===== src/rtl/otter_pkg.sv =====
// otter_pkg: shared types and constants for the pipelined OTTER core and its
// hazard scoreboard.
package otter_pkg;

  // RV32I major opcodes decoded by the core.
  typedef enum logic [6:0] {
    OP_LUI    = 7'b0110111,
    OP_AUIPC  = 7'b0010111,
    OP_JAL    = 7'b1101111,
    OP_JALR   = 7'b1100111,
    OP_BRANCH = 7'b1100011,
    OP_LOAD   = 7'b0000011,
    OP_STORE  = 7'b0100011,
    OP_IMM    = 7'b0010011,
    OP_REG    = 7'b0110011,
    OP_SYSTEM = 7'b1110011
  } opcode_t;

  // Branch condition selected by funct3.
  typedef enum logic [2:0] {
    BR_BEQ  = 3'b000,
    BR_BNE  = 3'b001,
    BR_BLT  = 3'b100,
    BR_BGE  = 3'b101,
    BR_BLTU = 3'b110,
    BR_BGEU = 3'b111
  } branch_t;

  // EX operand source; encoding matches the existing operand mux.
  typedef enum logic [1:0] {
    FWD_NONE = 2'b00,
    FWD_WB   = 2'b01,
    FWD_MEM  = 2'b10
  } fwd_sel_t;

  // Default result latencies as seen by a dependent instruction in decode.
  localparam int unsigned LAT_ALU  = 0;
  localparam int unsigned LAT_LOAD = 1;

  // The younger EX/MEM result takes precedence over MEM/WB.
  function automatic fwd_sel_t fwd_select(input logic mem_hit, input logic wb_hit);
    if (mem_hit)     return FWD_MEM;
    else if (wb_hit) return FWD_WB;
    else             return FWD_NONE;
  endfunction

endpackage


===== src/rtl/otter_sb_array.sv =====
// otter_sb_array: one countdown counter per architectural register giving the
// cycles until its pending result can be forwarded into EX. Entry 0 is always 0.
module otter_sb_array
  import otter_pkg::*;
#(
  parameter  int NREG  = 32,
  parameter  int LAT_W = 3,
  localparam int AW    = $clog2(NREG)
) (
  input  logic             CLK,
  input  logic             RESET,
  input  logic             dec_en_i,
  input  logic             set_en_i,
  input  logic [AW-1:0]    set_addr_i,
  input  logic [LAT_W-1:0] set_val_i,
  input  logic [AW-1:0]    rs1_addr_i,
  input  logic [AW-1:0]    rs2_addr_i,
  input  logic [AW-1:0]    rd_addr_i,
  output logic [LAT_W-1:0] rs1_cnt_o,
  output logic [LAT_W-1:0] rs2_cnt_o,
  output logic [LAT_W-1:0] rd_cnt_o
);

  logic [LAT_W-1:0] cnt_q [NREG];
  logic [LAT_W-1:0] cnt_d [NREG];

  // Age every pending entry by one; a new issue then overrides its own slot.
  always_comb begin
    // NOTE: assign the default first so every path drives cnt_d and no latch is inferred.
    // NOTE: blocking (=) here because this block is combinational; later lines see earlier ones.
    cnt_d = cnt_q;
    if (dec_en_i) begin
      for (int r = 1; r < NREG; r++) begin
        cnt_d[r] = (cnt_q[r] == '0) ? '0 : cnt_q[r] - LAT_W'(1);
      end
      if (set_en_i) begin
        cnt_d[set_addr_i] = set_val_i;
      end
    end
    cnt_d[0] = '0;
  end

  // Counter storage; RESET drops every pending result at once.
  always_ff @(posedge CLK or posedge RESET) begin
    // NOTE: the array is built from flops, not a RAM macro, so clearing it on reset is legal and required.
    if (RESET) begin
      cnt_q <= '{default: '0};
    end else begin
      // NOTE: non-blocking (<=) for state so every flop samples pre-edge values.
      cnt_q <= cnt_d;
    end
  end

  assign rs1_cnt_o = cnt_q[rs1_addr_i];
  assign rs2_cnt_o = cnt_q[rs2_addr_i];
  assign rd_cnt_o  = cnt_q[rd_addr_i];

endmodule


===== src/rtl/otter_hazard_scoreboard.sv =====
// otter_hazard_scoreboard: decode/execute hazard controller for the pipelined
// OTTER core. Drives stall/bubble/flush enables from the latency scoreboard,
// EX forwarding selects, and saturating stall/flush performance counters.
module otter_hazard_scoreboard
  import otter_pkg::*;
#(
  parameter  int NREG    = 32,
  parameter  int LAT_W   = 3,
  parameter  int MAX_LAT = 7,
  parameter  int CNT_W   = 32,
  localparam int AW      = $clog2(NREG)
) (
  input  logic             CLK,
  input  logic             RESET,
  input  logic             id_valid,
  input  logic [AW-1:0]    id_rs1,
  input  logic [AW-1:0]    id_rs2,
  input  logic [AW-1:0]    id_rd,
  input  logic             id_rs1_used,
  input  logic             id_rs2_used,
  input  logic             id_rd_used,
  input  logic [LAT_W-1:0] id_lat,
  input  logic             ex_redirect,
  input  logic             mem_busy,
  input  logic [AW-1:0]    ex_rs1,
  input  logic [AW-1:0]    ex_rs2,
  input  logic [AW-1:0]    mem_rd,
  input  logic [AW-1:0]    wb_rd,
  input  logic             mem_wr,
  input  logic             wb_wr,
  input  logic             mem_is_load,
  output logic             pc_write,
  output logic             if_id_write,
  output logic             if_id_flush,
  output logic             id_ex_bubble,
  output fwd_sel_t         fwd_a,
  output fwd_sel_t         fwd_b,
  output logic             stall,
  output logic [CNT_W-1:0] stall_cycles,
  output logic [CNT_W-1:0] flush_count
);

  logic [LAT_W-1:0] lat_c;
  logic [LAT_W-1:0] rs1_cnt, rs2_cnt, rd_cnt;
  logic [LAT_W:0]   waw_limit;
  logic             raw, waw, issue, set_en;
  logic             mem_hit_a, mem_hit_b, wb_hit_a, wb_hit_b;
  logic [CNT_W-1:0] stall_cycles_q, stall_cycles_d;
  logic [CNT_W-1:0] flush_count_q, flush_count_d;

  // Over-long latencies are clamped; one spare bit keeps lat_c+1 from wrapping.
  assign lat_c     = (int'(id_lat) > MAX_LAT) ? LAT_W'(MAX_LAT) : id_lat;
  assign waw_limit = {1'b0, lat_c} + (LAT_W+1)'(1);

  otter_sb_array #(
    .NREG  (NREG),
    .LAT_W (LAT_W)
  ) u_sb_array (
    .CLK        (CLK),
    .RESET      (RESET),
    .dec_en_i   (~mem_busy),
    .set_en_i   (set_en),
    .set_addr_i (id_rd),
    .set_val_i  (lat_c),
    .rs1_addr_i (id_rs1),
    .rs2_addr_i (id_rs2),
    .rd_addr_i  (id_rd),
    .rs1_cnt_o  (rs1_cnt),
    .rs2_cnt_o  (rs2_cnt),
    .rd_cnt_o   (rd_cnt)
  );

  // A WAW hazard exists only if the older write would land after the new one.
  assign raw    = id_valid & ((id_rs1_used & (rs1_cnt != '0)) | (id_rs2_used & (rs2_cnt != '0)));
  assign waw    = id_valid & id_rd_used & (id_rd != '0) & ({1'b0, rd_cnt} > waw_limit);
  assign stall  = (raw | waw) & ~ex_redirect;
  assign issue  = id_valid & ~stall & ~ex_redirect & ~mem_busy;
  assign set_en = issue & id_rd_used & (id_rd != '0);

  // Pipeline enables, priority mem_busy > ex_redirect > stall > normal.
  always_comb begin
    pc_write     = 1'b1;
    if_id_write  = 1'b1;
    if_id_flush  = 1'b0;
    id_ex_bubble = 1'b0;
    if (mem_busy) begin
      pc_write    = 1'b0;
      if_id_write = 1'b0;
    end else if (ex_redirect) begin
      if_id_flush  = 1'b1;
      id_ex_bubble = 1'b1;
    end else if (stall) begin
      pc_write     = 1'b0;
      if_id_write  = 1'b0;
      id_ex_bubble = 1'b1;
    end
  end

  // Loads in EX/MEM are never forwarded; load-use is resolved by the stall.
  assign mem_hit_a = mem_wr & (mem_rd != '0) & (mem_rd == ex_rs1) & ~mem_is_load;
  assign mem_hit_b = mem_wr & (mem_rd != '0) & (mem_rd == ex_rs2) & ~mem_is_load;
  assign wb_hit_a  = wb_wr & (wb_rd != '0) & (wb_rd == ex_rs1);
  assign wb_hit_b  = wb_wr & (wb_rd != '0) & (wb_rd == ex_rs2);
  assign fwd_a     = fwd_select(mem_hit_a, wb_hit_a);
  assign fwd_b     = fwd_select(mem_hit_b, wb_hit_b);

  // Saturating event counters, frozen while memory is busy.
  always_comb begin
    stall_cycles_d = stall_cycles_q;
    flush_count_d  = flush_count_q;
    if (!mem_busy) begin
      if (stall && (stall_cycles_q != '1)) stall_cycles_d = stall_cycles_q + CNT_W'(1);
      if (ex_redirect && (flush_count_q != '1)) flush_count_d = flush_count_q + CNT_W'(1);
    end
  end

  // Performance counter registers.
  always_ff @(posedge CLK or posedge RESET) begin
    if (RESET) begin
      stall_cycles_q <= '0;
      flush_count_q  <= '0;
    end else begin
      stall_cycles_q <= stall_cycles_d;
      flush_count_q  <= flush_count_d;
    end
  end

  assign stall_cycles = stall_cycles_q;
  assign flush_count  = flush_count_q;

endmodule

===== config.mk =====
export PLATFORM = sky130hd
export DESIGN_NAME = otter_hazard_scoreboard
export DESIGN_NICKNAME = d
export VERILOG_FILES = /design/src/rtl/otter_pkg.sv /design/src/rtl/otter_sb_array.sv /design/src/rtl/otter_hazard_scoreboard.sv
export SDC_FILE = /design/constraint.sdc
export NUM_CORES = 1
export LEC_CHECK = 0
export CAP_MARGIN = 40
export CORE_ASPECT_RATIO = 0.9
export CORE_MARGIN = 2
export CORE_UTILIZATION = 40
export CTS_BUF_LIST = sky130_fd_sc_hd__clkbuf_4
export CTS_CLUSTER_SIZE = 16
export DETAILED_ROUTE_END_ITERATION = 8
export PLACE_DENSITY_LB_ADDON = 0.15
export SYNTH_ARGS = -nofsm -noshare
export SYNTH_HDL_FRONTEND = slang
export SYNTH_HIERARCHICAL = 1
export SYNTH_SLANG_ARGS = --single-unit

===== constraint.sdc =====
create_clock -name CLK -period 7.1 [get_ports CLK]
set_input_delay 0.71 -clock CLK [delete_from_list [all_inputs] [get_ports CLK]]
set_output_delay 0.71 -clock CLK [all_outputs]
set_load 0.03 [all_outputs]

Word level (Yosys, flattened, before mapping)
Index checks and enable logic that the tools add are counted.
{ "classes": {"add_sub_neg": 34, "magnitude_cmp": 5, "eq_ne": 6, "muxes": 56, "bitwise_logic": 29, "n_reduce_logical": 41} }
{ "op_table": {"columns": ["cell", "count"], "rows": [
  ["$mux W3", 38],
  ["$bwmux W96", 1],
  ["$logic_not A3 Y1", 31],
  ["$mux W93", 1],
  ["$sub A3 B1 Y3 const B", 31],
  ["$add A32 B1 Y32 const B", 2],
  ["$ne A32 B32 Y1 const B", 2],
  ["$bmux W3 S5", 3],
  ["$and A1 B1 Y1", 20],
  ["$eq A5 B5 Y1", 4],
  ["$ge A6 B6 Y1 const B", 3],
  ["$not A5 Y6", 3],
  ["$demux W3 S5", 1],
  ["$reduce_bool A5 Y1", 3],
  ["$mux W1", 10],
  ["$lt A6 B1 Y1 const B", 1],
  ["$reduce_bool A3 Y1", 2],
  ["$add A3 B1 Y4 const B", 1],
  ["$gt A3 B4 Y1", 1],
  ["$mux W2", 2],
  ["$not A1 Y1", 4],
  ["$reduce_and A2 Y1", 2],
  ["$logic_and A1 B1 Y1", 3],
  ["$or A1 B1 Y1", 2]
]} }
{ "totals": {"regBits": 157, "inputBits": 49} }

Longest topological paths before layout
Gate-level depths: netlist of run 1.
{ "depth": {"word_depth": 17, "ltp_mapped": 17, "depth_no_buf": 14} }

Cells and area by module
The synthesis of run 1 kept the hierarchy.
{ "modules_own_cells": {"columns": ["module", "n_inst", "cells_each", "area_per_inst_um2"], "rows": [
  ["otter_sb_array", 1, 886, 8320.5],
  ["otter_hazard_scoreboard", 1, 357, 3648.5]
]} }

Worst setup path after synthesis of run 1
No wires, ideal clock.
{ "synth_path": {"path_type": "input-to-output", "startpoint": "in id_rd[1]", "endpoint": "out pc_write", "t_arrival_ps": 4165, "required_ps": 6390, "path_slack_ps": 2225, "path_stages": 13, "path_buffers": 4, "cell_sequence": "buf_4 -> buf_4 -> buf_2 -> mux4_2 -> mux4_2 -> mux2_2 -> ha_1 -> and3b_1 -> a211oi_1 -> o31ai_1 -> nor2b_1 -> nor2_1 -> buf_4"} }
{ "synth_between": {"elab_chain_len": 11, "word_cells_on_any_way": 13} }
{ "synth_lines": {"columns": ["item", "line_no", "text"], "rows": [
  ["start, declared", "otter_hazard_scoreboard.sv:18", "input logic [AW-1:0] id_rd,"],
  ["$not A5 Y6 (implied by the code)", "otter_sb_array.sv:56", "assign rd_cnt_o = cnt_q[rd_addr_i];"],
  ["$bmux W3 S5", "otter_sb_array.sv:56", null],
  ["$mux W3 (implied by the code) (2 in a row)", "otter_sb_array.sv:56", null],
  ["named net rd_cnt[2]", "otter_hazard_scoreboard.sv:44", "logic [LAT_W-1:0] rs1_cnt, rs2_cnt, rd_cnt;"],
  ["$gt A3 B4 Y1", "otter_hazard_scoreboard.sv:75", "assign waw = id_valid & id_rd_used & (id_rd != '0) & ({1'b0, rd_cnt} > waw_limit);"],
  ["$and A1 B1 Y1", "otter_hazard_scoreboard.sv:75", null],
  ["$or A1 B1 Y1", "otter_hazard_scoreboard.sv:76", "assign stall = (raw | waw) & ~ex_redirect;"],
  ["$and A1 B1 Y1", "otter_hazard_scoreboard.sv:76", null],
  ["named net stall", "otter_hazard_scoreboard.sv:38", "output logic stall,"],
  ["$mux W1 (3 in a row)", null, null],
  ["end, declared", "otter_hazard_scoreboard.sv:32", "output logic pc_write,"]
]} }
The timed path passes the listed nets, and every way through them passes these cells. The select of a mux whose other input is x is not followed.

Final worst setup path of run 1
{ "layout_path": {"startpoint": "in id_rd[1]", "endpoint": "out if_id_write"} }
{ "layout_between": {"elab_chain_len": 11, "word_cells_on_any_way": 13} }
{ "layout_lines": {"columns": ["item", "line_no", "text"], "rows": [
  ["$not A5 Y6 (implied by the code)", "otter_sb_array.sv:56", null],
  ["$bmux W3 S5", "otter_sb_array.sv:56", null],
  ["$mux W3 (implied by the code) (2 in a row)", "otter_sb_array.sv:56", null],
  ["named net rd_cnt[2]", "otter_hazard_scoreboard.sv:44", null],
  ["$gt A3 B4 Y1", "otter_hazard_scoreboard.sv:75", null],
  ["$and A1 B1 Y1", "otter_hazard_scoreboard.sv:75", null],
  ["$or A1 B1 Y1", "otter_hazard_scoreboard.sv:76", null],
  ["$and A1 B1 Y1", "otter_hazard_scoreboard.sv:76", null],
  ["$mux W1", "otter_hazard_scoreboard.sv:92", "end else if (stall) begin"],
  ["$mux W1", "otter_hazard_scoreboard.sv:89", "end else if (ex_redirect) begin"],
  ["$mux W1", "otter_hazard_scoreboard.sv:86", "if (mem_busy) begin"],
  ["end, declared", "otter_hazard_scoreboard.sv:33", "output logic if_id_write,"]
]} }
The timed path passes the listed nets, and every way through them passes these cells. The select of a mux whose other input is x is not followed.

==> results of run 1 <==
[cell type report]
type,count,area (um2),share of cell area
Sequential cell,157,3929,0.2827
Multi-Input combinational cell,943,7470,0.5375
Clock inverter,14,147.6,0.01062
Clock buffer,18,135.1,0.009725
Timing Repair Buffer,141,1429,0.1028
Tap cell,403,504.2,0.03629
Inverter,73,279.0,0.02008
Antenna cell,1,2.502,0.0001801
[cells in the mapped netlist, types with 4 or more instances]
library cell and instances:
nor4b_2 5, a22oi_1 5, nor2_1 133, a211oi_1 4, nand3_1 38, buf_4 6
or4_1 6, and4_1 11, clkbuf_1 51, nor2b_1 10, xor2_1 28, o21ai_0 46
nor3_1 9, inv_1 72, nand3b_1 7, o31ai_1 5, mux2i_1 82, a31oi_1 24
nand2_1 120, a21oi_1 42, buf_2 8, and3_1 14, xnor2_1 54, o211ai_1 4
or3_1 18, nor3b_1 8, a22o_1 43, and2_1 9, dfrtp_1 157, ha_1 62
or3b_2 4, mux4_2 63, or2_2 10, nand4_1 24, nor4_1 6, mux2_2 18
[metal layers]
layer / up-vias / GRT usage / part of all wire
met3: 33 / 0.04128 / 0.059
li1: 4652 / - / -
met4: 0 / 0.05391 / 0.017
met5: - / 0 / 0
met2: 288 / 0.3228 / 0.45
met1: 4824 / 0.3092 / 0.47
[per-stage QoR]
step,hold WS [ns],cell area (um2),setup slack [ns],utilization,std cells
after global routing,0.4144,13900,1.052,0.4686,1750
after floorplan,0.5068,11970,2.225,-,1243
final,0.4577,13900,1.256,0.4686,1750
after global placement,0.4785,13480,1.289,0.4544,1710
after detailed placement,0.4839,13610,1.160,0.4590,1717
after CTS,0.4166,13890,1.232,0.4685,1749
[power groups by stage]
stage / registers [mW] / clock network [mW] / logic (mW)
6_report: 1.41 / 0.576 / 1.20
2_1_floorplan: 1.35 / 0 / 0.864
5_1_grt: 1.45 / 0.640 / 1.34
4_1_cts: 1.41 / 0.602 / 1.21
3_3_place_gp: 1.42 / 0 / 1.17
3_5_place_dp: 1.42 / 0 / 1.20
[flip-flops by register name (all words and copies together), names as in the netlist]
| register | cells |
|---|---|
| u_sb_array/cnt_q | 93 |
| flush_count | 32 |
| stall_cycles | 32 |
[worst min-delay path by stage]
| stage | slack (ns) | depth (start not counted) | endpoint | start |
|---|---|---|---|---|
| floorplan | 0.51 | 1 | u_sb_array/cnt_q[4] | u_sb_array/cnt_q[4] |
| global placement | 0.48 | 1 | flush_count[27] | flush_count[27] |
| detailed placement | 0.48 | 1 | stall_cycles[30] | stall_cycles[30] |
| CTS | 0.42 | 3 | flush_count[16] | RESET |
| global route | 0.41 | 3 | flush_count[19] | RESET |
| finish | 0.46 | 3 | flush_count[16] | RESET |
[placed cells by master, fill, tap and decap left out, types with 28 or more instances in the layout]
master	Yosys	final
inv_1	72	69
clkdlybuf4s50_1	0	118
ha_1	62	62
dfrtp_1	157	157
mux2i_1	82	82
nand3_1	38	38
a22o_1	43	43
a21oi_1	42	42
mux4_2	63	63
xor2_1	28	28
nand2_1	120	120
nor2_1	133	133
xnor2_1	54	54
o21ai_0	46	46
[critical path: cells and delay by family]
kind | cells | cell delay, ns
adder cells (fa/ha/maj) | 1 | 0.32
multiplexers | 3 | 1.33
buffers and inverters | 3 | 1.55
AO/OA/AOI/OAI | 2 | 0.66
AND/OR/NAND/NOR | 3 | 0.54
[cells by family after synthesis]
| logic type | synth area share |
|---|---|
| flip-flops | 0.3282 |
| AO/OA/AOI/OAI | 0.1080 |
| multiplexers | 0.2041 |
| XOR/XNOR | 0.06000 |
| AND/OR/NAND/NOR | 0.1861 |
| adder cells (fa/ha/maj) | 0.06481 |
| buffers and inverters | 0.04882 |
==> summary.txt, run 1 <==
R2R setup slack = 2.30 ns
clk slew on worst S/H paths = 0.14 ns
vias in the first global route = 9,080
Iteration-0 DRC Markers = 826
Syn Inst Count = 1,243
drc violations = 0
Placeable Area = 29,650 um2
Clk network pwr share = 0.180
CP Capture Type = primary output
Layout area overhead = 16.10%
Area contributors post-synth = dfrtp_1 33%, mux4_2 12%, mux2i_1 6.9%
DRT Wirelength = 32.87 mm
largest net degree at the start of global routing = 90
r2r worst-path depth = 13
register area share after synthesis = 0.3282
gr ovfl total = 0
fraction of layout cells with a size suffix above 1 = 0.1256
vias per std cell = 5.598
total track usage = 0.2120
Critical R2R Launch = u_sb_array/cnt_q[68]
Worst Path Required = 6.39 ns
syn avg cell area = 9.629 um2
Yosys reg bits = 157
Sw Ratio = 0.4047
Final Hold Fails = 0
first-pass iteration count of the detailed router = 5
Skew-Pair Late Insertion Delay = 0.60 ns
Max Freq = 0.1711 GHz
first-pass GRT wire length = 52.45 mm
CTS root buf = clkbuf_4
Post-synth EDFFs = 0
max-slew violation count = 0
DR WL/cell = 18.78 um
Pint = 1.901 mW
Arr. time, crit path = 5.13 ns
post-route minimum period = 5.844 ns
Comb power frac = 0.377
Post-CTS Setup Inserts = 0
Yosys cell types = 53
sequential share of power = 0.443
worst path cell trace = clkdlybuf4s50_1 -> buf_4 -> mux4_2 -> mux4_2 -> mux2_2 -> ha_1 -> and3b_1 -> a211oi_1 -> o31ai_1 -> nor2b_1 -> nor2_1 -> clkdlybuf4s50_1
Crit path largest cell delay = 0.69 ns
launch point of the worst path = id_rd[1]
CTS Buffer Depth = 2
chip height = 168.1 um
setup violators final = 0
CP Launch Type = input port
Tightest Pin Transition = 0.8765 ns
die area = 31,320 um2
max-cap violations = 0
Hold Crit Class = in -> async
antenna violations before repair = 2
WS Path Type = in -> out
CP Capture Point = if_id_write
VDD IR-drop max = 108.3 uV
FILL cells = 2,826
vias = 9,797
critical path peak fanout = 35
Top FF cell, synth = dfrtp_1
max_slew headroom = 0.4138
Top Ports = 122
Initial Utilization = 0.4036
sw power = 1.292 mW
Yosys top cell by area = dfrtp_1
Final TNS setup = 0 ns
Max H-tree Level = 4
IO buf count = 121
Die Width = 186.3 um
slowest CP cell = clkdlybuf4s50_1
PostCTS Resize Cnt = 0
site row count = 60
Power Total = 3.194 mW
nets@finish = 1,444
CTS tree = done
post-synth top area share = 0.3282
PD cells = 229.8 nW/um2
mapped cell area = 11,970 um2
hold_buf cts = 0
DP HPWL = 23.03 mm
RSZ-0062 raised after global routing = no
period utilization = 0.8231
CTS Sinks = 157
yosys warns = 6
Post-synth ARST share = 1.000
CTS Buf Count = 17
Final ANT Viol Nets = 0
Reg-to-Reg End = u_sb_array/cnt_q[17]
leak pwr = 5.979 nW
Clock Skews = 0.02010 ns
outcome = complete, no violations
Synth Net Count = 1,354
RD Place Congestion = 0.8648
Power figures use the tool's default switching activity.
==> run 2, diff against run 1 <==
==> constraint.sdc (replaced) <==
create_clock -name CLK -period 4.85 [get_ports CLK]
set_input_delay 0.485 -clock CLK [delete_from_list [all_inputs] [get_ports CLK]]
set_output_delay 0.485 -clock CLK [all_outputs]
set_load 0.03 [all_outputs]
==> run 2 against run 1 <==
Non-clock buffer count up 41. Clock skew up 0.0057 ns. Die area unchanged. Largest power group unchanged.
==> summary.txt, run 2 (synthesized netlist as in run 1, its figures left out) <==
outcome = complete, no violations
max reg flops = 93
RD Place Congestion = 0.8679
Top Ports = 122
DRT Wirelength = 33.61 mm
Tightest Pin Transition = 0.9188 ns
Final ANT Viol Nets = 0
most common cell after layout, fill and taps aside = dfrtp_1
period utilization = 0.9553
RSZ-0062 raised after global routing = no
IO buf count = 121
nets@finish = 1,485
vias per std cell = 5.587
total track usage = 0.2164
Worst Path Required = 4.37 ns
max-slew violation count = 0
largest net degree at the start of global routing = 95
setup violators final = 0
Post-CTS Setup Inserts = 0
Reg with most FFs = u_sb_array/cnt_q
Power Total = 4.701 mW
hold_buf cts = 0
Layout area overhead = 18.39%
Max H-tree Level = 4
Crit path largest cell delay = 0.50 ns
WS Path Type = in -> out
drc violations = 0
CP Launch Type = input port
CTS Buf Count = 17
PD cells = 331.8 nW/um2
DP HPWL = 24.29 mm
Iteration-0 DRC Markers = 809
leak pwr = 6.175 nW
site row count = 60
Max Freq = 0.2158 GHz
Buf/Inv on CP = 6
CP top delay family = buffers and inverters
Clock Skews = 0.02579 ns
fraction of layout cells with a size suffix above 1 = 0.1515
CTS root buf = clkbuf_4
vias = 10,000
die area = 31,320 um2
most frequent cells in the layout = 157 x dfrtp_1, 133 x nor2_1, 120 x nand2_1
CTS Buffer Depth = 2
gr ovfl total = 0
CP Capture Type = primary output
Final TNS setup = 0 ns
Arr. time, crit path = 4.15 ns
clk slew on worst S/H paths = 0.13 ns
CTS tree = done
Initial Utilization = 0.4036
Die Width = 186.3 um
vias in the first global route = 9,419
antenna violations before repair = 1
max-cap violations = 0
Placeable Area = 29,650 um2
PostCTS Resize Cnt = 1
first-pass iteration count of the detailed router = 5
Skew-Pair Late Insertion Delay = 0.59 ns
slowest CP cell = clkdlybuf4s50_1
post-route minimum period = 4.633 ns
hold slack = 0.2137 ns
VDD IR-drop max = 187.1 uV
chip height = 168.1 um
Hold Crit Class = in -> async
Final Hold Fails = 0
first-pass GRT wire length = 53.70 mm
worst path cell trace = clkdlybuf4s50_1 -> buf_12 -> buf_4 -> mux2_2 -> a22o_1 -> mux4_2 -> mux2_2 -> inv_1 -> ha_1 -> nand3_1 -> nand2_1 -> o31ai_1 -> buf_4 -> nor2_1 -> nor2_1 -> dlygate4sd2_1
DR WL/cell = 18.78 um
critical path peak fanout = 14
CTS Sinks = 157
max_slew headroom = 0.3875
-- run 2: cell types whose count changed in the layout (fill, tap and decap cells not counted) --
cell,change
buf_4,+45
clkbuf_4,-1
buf_16,-1
inv_8,-2
dlygate4sd2_1,+1
clkinv_4,+4
clkinvlp_4,-2
clkinv_1,+2
buf_12,+3
inv_6,-2
buf_8,-3
clkdlybuf4s50_1,-4
-- run 2: final cells by class --
type / count / area, um2
Multi-Input combinational cell: 943 / 7470
Antenna cell: 1 / 2.502
Fill cell: 2843 / 15480
Sequential cell: 157 / 3929
Tap cell: 403 / 504.2
Clock inverter: 14 / 135.1
Timing Repair Buffer: 182 / 1723
Inverter: 73 / 279.0
Clock buffer: 17 / 127.6
-- run 2: power breakdown --
group	leakage, nW	internal [mW]	switching [mW]
clock network	0.141	0.263	0.546
registers	1.99	1.58	0.508
logic	4.05	0.951	0.856
-- run 2: worst paths after layout --
check / startpoint / endpoint / slack [ns] / cells after the start
worst max-delay path: id_rd[1] / id_ex_bubble / 0.22 / 16
worst min-delay path: RESET / u_sb_array/cnt_q[89] / 0.21 / 2
worst max register to register: u_sb_array/cnt_q[26] / u_sb_array/cnt_q[10] / 0.51 / 12
worst min register to register: stall_cycles[30] / stall_cycles[30] / 0.50 / 1
max in group asynchronous: RESET / stall_cycles[30] / 3.59 / 3
min in group CLK: stall_cycles[30] / stall_cycles[30] / 0.50 / 1
-- run 2: metrics by stage --
stage / cells / worst slack [ns] / area [um2] / util
finish: 1790 / 0.2166 / 14170 / 0.4778
global route: 1790 / 0.02303 / 14170 / 0.4778
CTS: 1789 / 0.2555 / 14170 / 0.4778
detailed placement: 1758 / -0.1621 / 13910 / 0.4689
global placement: 1756 / -0.08341 / 13860 / 0.4675
floorplan: 1243 / 0.3487 / 11970 / -
-- run 2: routing by layer --
metal	up-vias	wire, um	share of wire	global-route usage
met3	26	1911	0.057	0.04482
met1	4949	16020	0.48	0.3061
met5	-	0	0	0
li1	4749	-	-	-
met4	0	444	0.013	0.05252
met2	276	15230	0.45	0.3404
==> run 3, diff against run 2 <==
--- a/config.mk
+++ b/config.mk
@@ -12,6 +12,7 @@
 export CTS_BUF_LIST = sky130_fd_sc_hd__clkbuf_4
 export CTS_CLUSTER_SIZE = 16
 export DETAILED_ROUTE_END_ITERATION = 8
+export GPL_ROUTABILITY_DRIVEN = 0
 export PLACE_DENSITY_LB_ADDON = 0.15
 export SYNTH_ARGS = -nofsm -noshare
 export SYNTH_HDL_FRONTEND = slang
==> results of run 3 <==
Final layout, timing and power as in run 2 (identical DEF).
